$ cat src/rtl/psa_16bit_unit.sv
// rtl/psa_16bit_unit.sv - 16-bit add/sub with 4x4-bit saturating partitioned mode; build macro PSA_SAT16_EN saturates 16-bit results
module psa_16bit_unit (
   input  logic        clk,
   input  logic        rst_n,
   input  logic [15:0] A,
   input  logic [15:0] B,
   input  logic        Sub,
   input  logic        pad,
   output logic [15:0] Sum,
   output logic        Ovfl
);

   // Subtraction is A + ~B + 1: invert B here and inject Sub as carry-in.
   logic [15:0] b_eff;
   assign b_eff = Sub ? ~B : B;

   logic [3:0]  lane_cout;
   logic [3:0]  lane_ovf;
   logic [15:0] raw_sum;
   logic [15:0] sat_sum;

   // One 4-bit adder per lane. The carry-in is either the chained carry
   // from the lane below (16-bit mode) or Sub (partitioned mode). Each
   // lane is split at bit 3 so that carry-into-MSB xor carry-out gives
   // the signed overflow of that lane; for lane 3 in chained mode this
   // is exactly the 16-bit signed overflow.
   for (genvar g = 0; g < 4; g++) begin : g_lane
      logic [3:0] a_l;
      logic [3:0] b_l;
      logic       cin;
      logic [3:0] low;
      logic [1:0] high;

      assign a_l = A[4*g +: 4];
      assign b_l = b_eff[4*g +: 4];

      if (g == 0) begin : g_cin0
         assign cin = Sub;
      end else begin : g_cinn
         assign cin = pad ? Sub : lane_cout[g-1];
      end

      assign low  = {1'b0, a_l[2:0]} + {1'b0, b_l[2:0]} + {3'b000, cin};
      assign high = {1'b0, a_l[3]} + {1'b0, b_l[3]} + {1'b0, low[3]};

      assign lane_cout[g]       = high[1];
      assign lane_ovf[g]        = low[3] ^ high[1];
      assign raw_sum[4*g +: 4]  = {high[0], low[2:0]};
      // On overflow both effective operands share A's sign, so A's lane
      // MSB tells which rail to clamp to.
      assign sat_sum[4*g +: 4]  = lane_ovf[g] ? (a_l[3] ? 4'h8 : 4'h7)
                                              : {high[0], low[2:0]};
   end

   logic [15:0] sum_d;
   logic        ovfl_d;
   logic [15:0] sum_q;
   logic        ovfl_q;

   // Select the mode result and overflow flag that the register captures.
   always_comb begin
      sum_d  = raw_sum;
      ovfl_d = lane_ovf[3];
      if (pad) begin
         sum_d  = sat_sum;
         ovfl_d = |lane_ovf;
      end else begin
`ifdef PSA_SAT16_EN
         if (lane_ovf[3]) begin
            sum_d = A[15] ? 16'h8000 : 16'h7FFF;
         end
`endif
      end
   end

   // Output register; reset clears the result immediately.
   always_ff @(posedge clk or negedge rst_n) begin
      if (!rst_n) begin
         sum_q  <= 16'h0000;
         ovfl_q <= 1'b0;
      end else begin
         sum_q  <= sum_d;
         ovfl_q <= ovfl_d;
      end
   end

   assign Sum  = sum_q;
   assign Ovfl = ovfl_q;

endmodule

$ cat config.mk
export PLATFORM = sky130hd
export DESIGN_NAME = psa_16bit_unit
export DESIGN_NICKNAME = d
export VERILOG_FILES = /design/src/rtl/psa_16bit_unit.sv
export SDC_FILE = /design/constraint.sdc
export NUM_CORES = 1
export LEC_CHECK = 0
export ABC_AREA = 1
export CORE_MARGIN = 2
export CORE_UTILIZATION = 49
export DETAILED_ROUTE_END_ITERATION = 7
export PLACE_DENSITY = 0.85
export SYNTH_ARGS = -nofsm -noshare
export SYNTH_HDL_FRONTEND = slang
export SYNTH_SLANG_ARGS = --single-unit
$ cat constraint.sdc
create_clock -name clk -period 1.2 [get_ports clk]
set_clock_uncertainty 0.15 [all_clocks]
set_input_delay 0.24 -clock clk [delete_from_list [all_inputs] [get_ports clk]]
set_output_delay 0.24 -clock clk [all_outputs]
set_load 0.01 [all_outputs]
==> reports/results.txt, run 1 <==
outcome -> finished, violations left
violated checks -> setup timing
Initial DRC Count -> 264
core area -> 0.00303 sq mm
Die W -> 60.4 um
setup TNS -> -58.89 ns
clk root buf -> clkbuf_4
nets@finish -> 362
Critical Path Max Stage Delay -> 0.42 ns
PwrDens -> 1180 mW/mm^2
Routed wire per std cell -> 23.2 um
Least-Margin Pin Slew -> 0.413 ns
synth cell count leaders -> 37 x nand2_1, 32 x inv_1, 17 x dfrtp_1
fmax -> 164 MHz
Buffers on Ports -> 52
most common cell in the netlist -> nand2_1
Synth Area in XOR/XNOR -> 0.107
Final ANT Viol Nets -> 0
Routability Congestion -> 0.849
Die Y -> 60.4 um
post-layout min period -> 6.10 ns
Syn Inst Count -> 173
Synth top area share -> 0.273
Final Hold Viols -> 0
Primary FF master, synth -> dfrtp_1
row count -> 20
Hold-fix buffers, CTS -> 0
arrival time at the worst endpoint -> 6.12 ns
main combinational cell family by area after synthesis -> adder cells
kind of critical path -> input port to flip-flop
Hold Slack -> 0.134 ns
first-pass GRT wire length -> 9080 um
Final Slew Violations -> 0
compound-cell area share of the yosys netlist -> 0.0546
Final Core Density -> 0.943
DRC errors left -> 0
cell taking the most area after synthesis -> dfrtp_1
Netlist cell types -> 24
worst-path maximum fanout -> 3
DR pass1 iterations -> 6
crit share post-route -> 5.08
vias per inst -> 5.77
overall routing resource usage -> 0.353
GRT overflow -> 0
total nets after synthesis -> 232
Buf/Inv on CP -> 12
sequential area share after synthesis -> 0.273
Worst Hold Class -> input port to async pin
Pleak -> 1.46 nW
RSZ-0062 raised after global routing -> true
antenna violations before repair -> 0
H-tree levels -> 1
cell mode on critical path -> inv_2
post-DP HPWL -> 2940 um
# fillers -> 79
Post-Synth Adder-Cell Area -> 0.257
Synth async-reset ratio -> 1.00
post-synthesis register bit count -> 17
endpoints failing setup -> 18
number of synthesized flops with an enable pin -> 0
Die ar. -> 0.00365 sq mm
Final Power -> 3.38 mW
Total Wirelength -> 8030 um
mux cell area share after synthesis -> 0
Post-Synthesis Cell Area -> 0.00156 sq mm
io pins -> 53
clock tree buffer depth -> 2
CP endpoint kind -> flip-flop
top cells by area, synth -> dfrtp_1 27%, fa_1 19%, nand2_1 8.9%
n_diodes -> 0
MaxCap Viol Count -> 0
area grow syn2layout -> 83.1%
Worst EP required -> 1.23 ns
largest net degree at the start of global routing -> 20
YS warnings -> 0
final worst slack -> -4.90 ns
total CTS buffers -> 3
Clock transition at path regs -> 0.10 ns
initial core utilization -> 0.515
Mean Syn Cell Area -> 9.01 sq um
synthesized-area fraction occupied by and/or/nand/nor cells -> 0.202
critical path's slowest cell -> fa_2
CTS sink cnt -> 17
vias in the first global route -> 1,856
CP Launch Type -> input port
via count -> 1,998
share of cells above drive strength 1 -> 0.526
CP top delay family -> adder cells
worst rel slew slack -> 0.724
TritonCTS clock tree -> built
VDD IR-drop max -> 0.544 mV
registers in the layout, summed over array words and instances, names as in the netlist:
register / count
Ovfl: 1
Sum: 16
layout make-up:
type / count / area (sq um) / area share
clock buffer: 4 / 26.3 / 0.00920
inverter: 35 / 139 / 0.0486
multi-input combinational: 117 / 1130 / 0.397
sequential: 17 / 425 / 0.149
tap: 44 / 55.1 / 0.0193
timing repair buffer: 129 / 1070 / 0.376
power breakdown:
group	total (mW)	switching (mW)	leakage, nW	internal, mW
registers	0.769	0.0444	0.199	0.725
logic	2.30	1.21	1.24	1.10
clock network	0.304	0.175	0.0150	0.129
total	3.38	1.43	1.46	1.95
timing repair:
| action | 4_1_cts | 5_1_grt |
|---|---|---|
| setup buffers | 40 | 9 |
| endpoints found under the setup margin | 34 | 20 |
| resized for setup | 111 | 21 |
| pin swaps | 32 | 25 |
kinds of logic (layout without fill, tap and decap cells):
logic type               after synthesis  after routing
AND/OR/NAND/NOR                       61             61
buffers and inverters                 39            168
XOR/XNOR                              19             19
AO/OA/AOI/OAI                         14             14
flip-flops                            17             17
adder cells (fa/ha/maj)               23             23
metal layers:
metal	part of all wire	wire (um)	global-route usage	vias up
li1	-	-	-	782
met1	0.31	2490	0.383	926
met2	0.49	3910	0.632	212
met3	0.11	854	0.0490	78
met4	0.096	774	0.244	0
met5	0	0	0	-
through the flow:
| stage | std cells | setup WS, ns | cell area (sq um) |
|---|---|---|---|
| 3_5_place_dp | 300 | -5.02 | 2420 |
| 6_report | 346 | -4.90 | 2860 |
| 5_1_grt | 346 | -4.99 | 2860 |
| 2_1_floorplan | 173 | -4.54 | 1620 |
| 3_3_place_gp | 300 | -4.87 | 2420 |
| 4_1_cts | 338 | -4.10 | 2710 |
placed cells by master (no fill, tap or decap), drive strengths merged:
| cell type | instances |
|---|---|
| nand3b | 2 |
| clkbuf | 4 |
| nand3 | 11 |
| buf | 97 |
| clkdlybuf4s50 | 30 |
| ha | 8 |
| o21ai | 10 |
| fa | 15 |
| a21oi | 4 |
| nand4 | 4 |
| dfrtp | 17 |
| xor2 | 9 |
| dlygate4sd2 | 2 |
| nor2 | 1 |
| inv | 35 |
| xnor2 | 10 |
| nand2 | 41 |
| and2 | 2 |
how the worst max path moves through the flow:
stage / depth (start not counted) / to / slack [ns] / startpoint
after floorplan: 37 / Ovfl$_DFF_PN0_ / -4.54 / Sub
after global placement: 36 / Ovfl$_DFF_PN0_ / -4.87 / Sub
after detailed placement: 36 / Ovfl$_DFF_PN0_ / -5.02 / Sub
after CTS: 36 / Ovfl$_DFF_PN0_ / -4.10 / Sub
after global routing: 37 / Sum[12]$_DFF_PN0_ / -4.99 / B[2]
final: 37 / Sum[12]$_DFF_PN0_ / -4.90 / B[2]
Power figures use the tool's default switching activity.
==> run 2: changes to the inputs <==
--- a/config.mk
+++ b/config.mk
@@ -6,10 +6,12 @@
 export NUM_CORES = 1
 export LEC_CHECK = 0
 export ABC_AREA = 1
+export CELL_PAD_IN_SITES_DETAIL_PLACEMENT = 0
+export CELL_PAD_IN_SITES_GLOBAL_PLACEMENT = 1
 export CORE_MARGIN = 2
-export CORE_UTILIZATION = 49
+export CORE_UTILIZATION = 36
 export DETAILED_ROUTE_END_ITERATION = 7
-export PLACE_DENSITY = 0.85
+export PLACE_DENSITY_LB_ADDON = 0.1
 export SYNTH_ARGS = -nofsm -noshare
 export SYNTH_HDL_FRONTEND = slang
 export SYNTH_SLANG_ARGS = --single-unit
==> run 2 against run 1 <==
Net effect: the run still ends with setup timing left; critical path type unchanged; routed wire length shrank 39%; largest cell class is now non-clock buffers; combinational power shrank 11%; global-route usage shrank 14 points; non-clock buffer count grew 8.
==> reports/results.txt, run 2 (synthesized netlist as in run 1, its figures left out) <==
# fillers -> 294
initial core utilization -> 0.382
Global Route met3 Usage -> 0.0262
Final Core Density -> 0.717
Worst Hold Class -> input port to async pin
worst-path maximum fanout -> 3
GRT overflow -> 0
fmax -> 188 MHz
first-pass GRT wire length -> 8160 um
Initial DRC Count -> 42
vias per inst -> 4.58
Routability Congestion -> 0.748
TritonCTS clock tree -> built
largest net degree at the start of global routing -> 18
violated checks -> setup timing
Final Slew Violations -> 0
n_diodes -> 0
Final ANT Viol Nets -> 0
io pins -> 53
global routing's busiest layer -> met2
most frequent cells in the layout -> 59 x buf_4, 30 x nand2_1, 30 x clkdlybuf4s50_1, 28 x buf_6, 23 x inv_1
CP endpoint kind -> flip-flop
via count -> 1,648
Worst EP required -> 1.20 ns
DR pass1 iterations -> 4
Critical Path Max Stage Delay -> 0.39 ns
VDD IR-drop max -> 0.469 mV
Routed wire per std cell -> 13.6 um
Clock transition at path regs -> 0.07 ns
area of the multi-input gates -> 0.00108 sq mm
Pleak -> 1.50 nW
row count -> 23
H-tree levels -> 1
Least-Margin Pin Slew -> 0.302 ns
Total Wirelength -> 4890 um
worst rel slew slack -> 0.797
MaxCap Viol Count -> 0
area grow syn2layout -> 88.0%
most common cell after layout, fill and taps aside -> buf_4
crit share post-route -> 4.43
antenna violations before repair -> 0
overall routing resource usage -> 0.211
endpoints failing setup -> 17
vias in the first global route -> 1,791
Die W -> 69.8 um
Die Y -> 69.8 um
Largest register FFs -> 16
clock tree buffer depth -> 2
arrival time at the worst endpoint -> 5.32 ns
Die ar. -> 0.00487 sq mm
FF+latch area -> 425 sq um
Final Hold Viols -> 0
outcome -> finished, violations left
core area -> 0.00409 sq mm
PwrDens -> 1110 mW/mm^2
clk root buf -> clkbuf_8
nets@finish -> 370
RSZ-0062 raised after global routing -> true
critical path's slowest cell -> fa_2
Hold Slack -> 0.184 ns
CP Launch Type -> input port
final worst slack -> -4.12 ns
share of cells above drive strength 1 -> 0.510
DRC errors left -> 0
post-layout min period -> 5.32 ns
met2 GRT Util -> 0.420
Buffers on Ports -> 52
met1 usage -> 0.217
CTS sink cnt -> 17
kind of critical path -> input port to flip-flop
post-DP HPWL -> 3080 um
setup TNS -> -50.90 ns
total CTS buffers -> 3
-- run 2: cell types whose count changed in the layout (fill, tap and decap cells not counted), sizes merged --
cell	previous run	this run
buf	97	105
dlygate4sd2	2	1
clkdlybuf4s15	0	1
-- run 2: final cells by class --
| class | instances | area share |
|---|---|---|
| Multi-Input combinational cell | 117 | 0.367 |
| Timing Repair Buffer | 137 | 0.403 |
| Tap cell | 50 | 0.0213 |
| Clock buffer | 4 | 0.0154 |
| Sequential cell | 17 | 0.145 |
| Inverter | 35 | 0.0474 |
-- run 2: final timing paths --
| path | from | end | slack (ns) |
|---|---|---|---|
| setup / recovery | B[1] | Sum[14]$_DFF_PN0_ | -4.12 |
| hold / removal | rst_n | Sum[6]$_DFF_PN0_ | 0.18 |
| max in group asynchronous | rst_n | Sum[3]$_DFF_PN0_ | 0.59 |
| min in group clk | A[1] | Sum[1]$_DFF_PN0_ | 0.46 |
-- run 2: power breakdown --
| part | internal, mW | switching (mW) | total [mW] | leakage (nW) |
|---|---|---|---|---|
| Combinational | 1.13 | 0.919 | 2.05 | 1.28 |
| Sequential | 0.725 | 0.0326 | 0.757 | 0.199 |
| Clock | 0.235 | 0.199 | 0.435 | 0.0228 |
-- run 2: timing repair --
action,CTS,global route
buffers inserted,46,9
resized for setup,124,10
endpoints found under the setup margin,34,17
pin swaps,36,12
hold buffers,0,0
-- run 2: routing by layer --
layer | wire, um | vias up
met4 | 125 | 0
met1 | 1740 | 791
li1 | - | 798
met5 | 0 | -
met2 | 2840 | 49
met3 | 187 | 10
-- run 2: metrics by stage --
stage	worst slack (ns)	instance area, sq um	power [mW]	std cells
global route	-4.46	2930	3.48	360
detailed placement	-4.97	2480	2.34	312
global placement	-4.86	2480	2.28	312
finish	-4.12	2930	3.24	360
CTS	-4.14	2820	3.07	351
floorplan	-4.54	1620	1.55	173
-- run 2: critical path: cells and delay by family --
kind / cells / cell delay (ns)
fa+ha+maj: 8 / 2.68
compound gates: 3 / 0.20
xor+xnor: 1 / 0.17
simple gates: 12 / 1.33
buf+inv: 11 / 0.69
==> run 3: changes to the inputs <==
--- a/config.mk
+++ b/config.mk
@@ -12,6 +12,8 @@
 export CORE_UTILIZATION = 36
 export DETAILED_ROUTE_END_ITERATION = 7
 export PLACE_DENSITY_LB_ADDON = 0.1
+export RECOVER_POWER = 25
+export SLEW_MARGIN = 5
 export SYNTH_ARGS = -nofsm -noshare
 export SYNTH_HDL_FRONTEND = slang
 export SYNTH_SLANG_ARGS = --single-unit
==> run 3 against run 2 <==
Net effect: the run still ends with setup timing left; sequential power barely moved; first-iteration DRC count rose by 21%; fmax barely moved; via count fell by 1.2%; flip-flop and latch count did not move; sequential share of layout area rose by 0.075 points.
==> reports/results.txt, run 3 (synthesized netlist as in run 1, its figures left out) <==
MaxCap Viol Count -> 0
Die W -> 69.8 um
antenna violations before repair -> 0
Pleak -> 1.50 nW
Largest register FFs -> 16
outcome -> finished, violations left
worst-path maximum fanout -> 3
nets@finish -> 370
core area -> 0.00409 sq mm
Clock transition at path regs -> 0.07 ns
overall routing resource usage -> 0.211
critical path's slowest cell -> fa_2
Routability Congestion -> 0.748
Die ar. -> 0.00487 sq mm
fmax -> 188 MHz
violated checks -> setup timing
crit share post-route -> 4.43
CTS sink cnt -> 17
worst rel slew slack -> 0.692
Critical Path Max Stage Delay -> 0.39 ns
Buffers on Ports -> 52
area grow syn2layout -> 87.1%
Total Wirelength -> 4890 um
n_diodes -> 0
vias in the first global route -> 1,791
largest net degree at the start of global routing -> 18
row count -> 23
RSZ-0062 raised after global routing -> true
vias per inst -> 4.53
clock tree buffer depth -> 2
total CTS buffers -> 3
most common cell after layout, fill and taps aside -> buf_4
kind of critical path -> input port to flip-flop
first-pass GRT wire length -> 8160 um
initial core utilization -> 0.382
GRT overflow -> 0
Initial DRC Count -> 51
Final Non-Filler Cells -> 360
via count -> 1,629
H-tree levels -> 1
DRC errors left -> 0
final worst slack -> -4.12 ns
io pins -> 53
endpoints failing setup -> 17
Final Slew Violations -> 0
placed cell count -> 312
DR pass1 iterations -> 4
PwrDens -> 1110 mW/mm^2
post-DP HPWL -> 3080 um
share of cells above drive strength 1 -> 0.510
Least-Margin Pin Slew -> 0.463 ns
Hold Slack -> 0.328 ns
most frequent cells in the layout -> 59 x buf_4, 30 x nand2_1, 29 x clkdlybuf4s50_1, 28 x buf_6, 23 x inv_1
CP Launch Type -> input port
clk root buf -> clkbuf_8
Routed wire per std cell -> 13.6 um
VDD IR-drop max -> 0.468 mV
Die Y -> 69.8 um
Worst EP required -> 1.20 ns
Worst Hold Class -> input port to async pin
arrival time at the worst endpoint -> 5.32 ns
post-layout min period -> 5.32 ns
CP endpoint kind -> flip-flop
Final Hold Viols -> 0
TritonCTS clock tree -> built
Final ANT Viol Nets -> 0
-- run 3: per-stage QoR --
stage	total power [mW]	TNS (ns)	utilization	area [sq um]	worst slack [ns]
after floorplan	1.55	-50.15	-	1620	-4.54
after global placement	2.28	-56.14	0.606	2480	-4.86
after detailed placement	2.34	-57.82	0.606	2480	-4.97
after CTS	3.07	-49.01	0.691	2820	-4.14
after global routing	3.47	-54.08	0.714	2920	-4.46
final	3.23	-50.83	0.714	2920	-4.12
-- run 3: area by class of cell --
| cell class | instances | area (sq um) |
|---|---|---|
| fillers | 296 | 1170 |
| repair buffers | 137 | 1170 |
| multi-input cells | 117 | 1080 |
| flip-flops and latches | 17 | 425 |
| inverters | 35 | 139 |
| well taps | 50 | 62.6 |
| clock buffers | 4 | 45.0 |
-- run 3: what timing repair did --
item                                    4_1_cts  5_1_grt
hold buffers                                  0        0
buffers inserted                             46        9
endpoints found under the setup margin       34       17
pin swaps                                    36       12
resized for setup                           124       10
-- run 3: routing by layer --
metal  part of all wire  global-route usage  vias to the layer above  wire [um]
met5                  0                   0                        -          0
met4              0.025              0.0876                        0        123
met3              0.038              0.0262                       10        184
met2               0.58               0.420                       49       2830
met1               0.36               0.217                      772       1750
li1                   -                   -                      798          -
-- run 3: power breakdown --
group	switching, mW	total [mW]	internal (mW)
logic	0.918	2.04	1.12
registers	0.0326	0.757	0.725
clock network	0.199	0.435	0.235
total	1.15	3.23	2.08
-- run 3: critical path, delay by kind of cell --
kind	cells	cell delay (ns)
adders and majority gates	8	2.68
and+or+nand+nor	12	1.34
buffers and inverters	11	0.69
AOI/OAI and AO/OA	3	0.20
xor gates and xnor gates	1	0.17
-- run 3: how the worst max path moves through the flow --
stage | startpoint | to | slack, ns | cells after the start
2_1_floorplan | Sub | Ovfl$_DFF_PN0_ | -4.54 | 37
3_3_place_gp | Sub | Ovfl$_DFF_PN0_ | -4.86 | 36
3_5_place_dp | Sub | Sum[14]$_DFF_PN0_ | -4.97 | 35
4_1_cts | B[2] | Sum[14]$_DFF_PN0_ | -4.14 | 35
5_1_grt | B[1] | Sum[14]$_DFF_PN0_ | -4.46 | 35
6_report | B[1] | Sum[14]$_DFF_PN0_ | -4.12 | 35
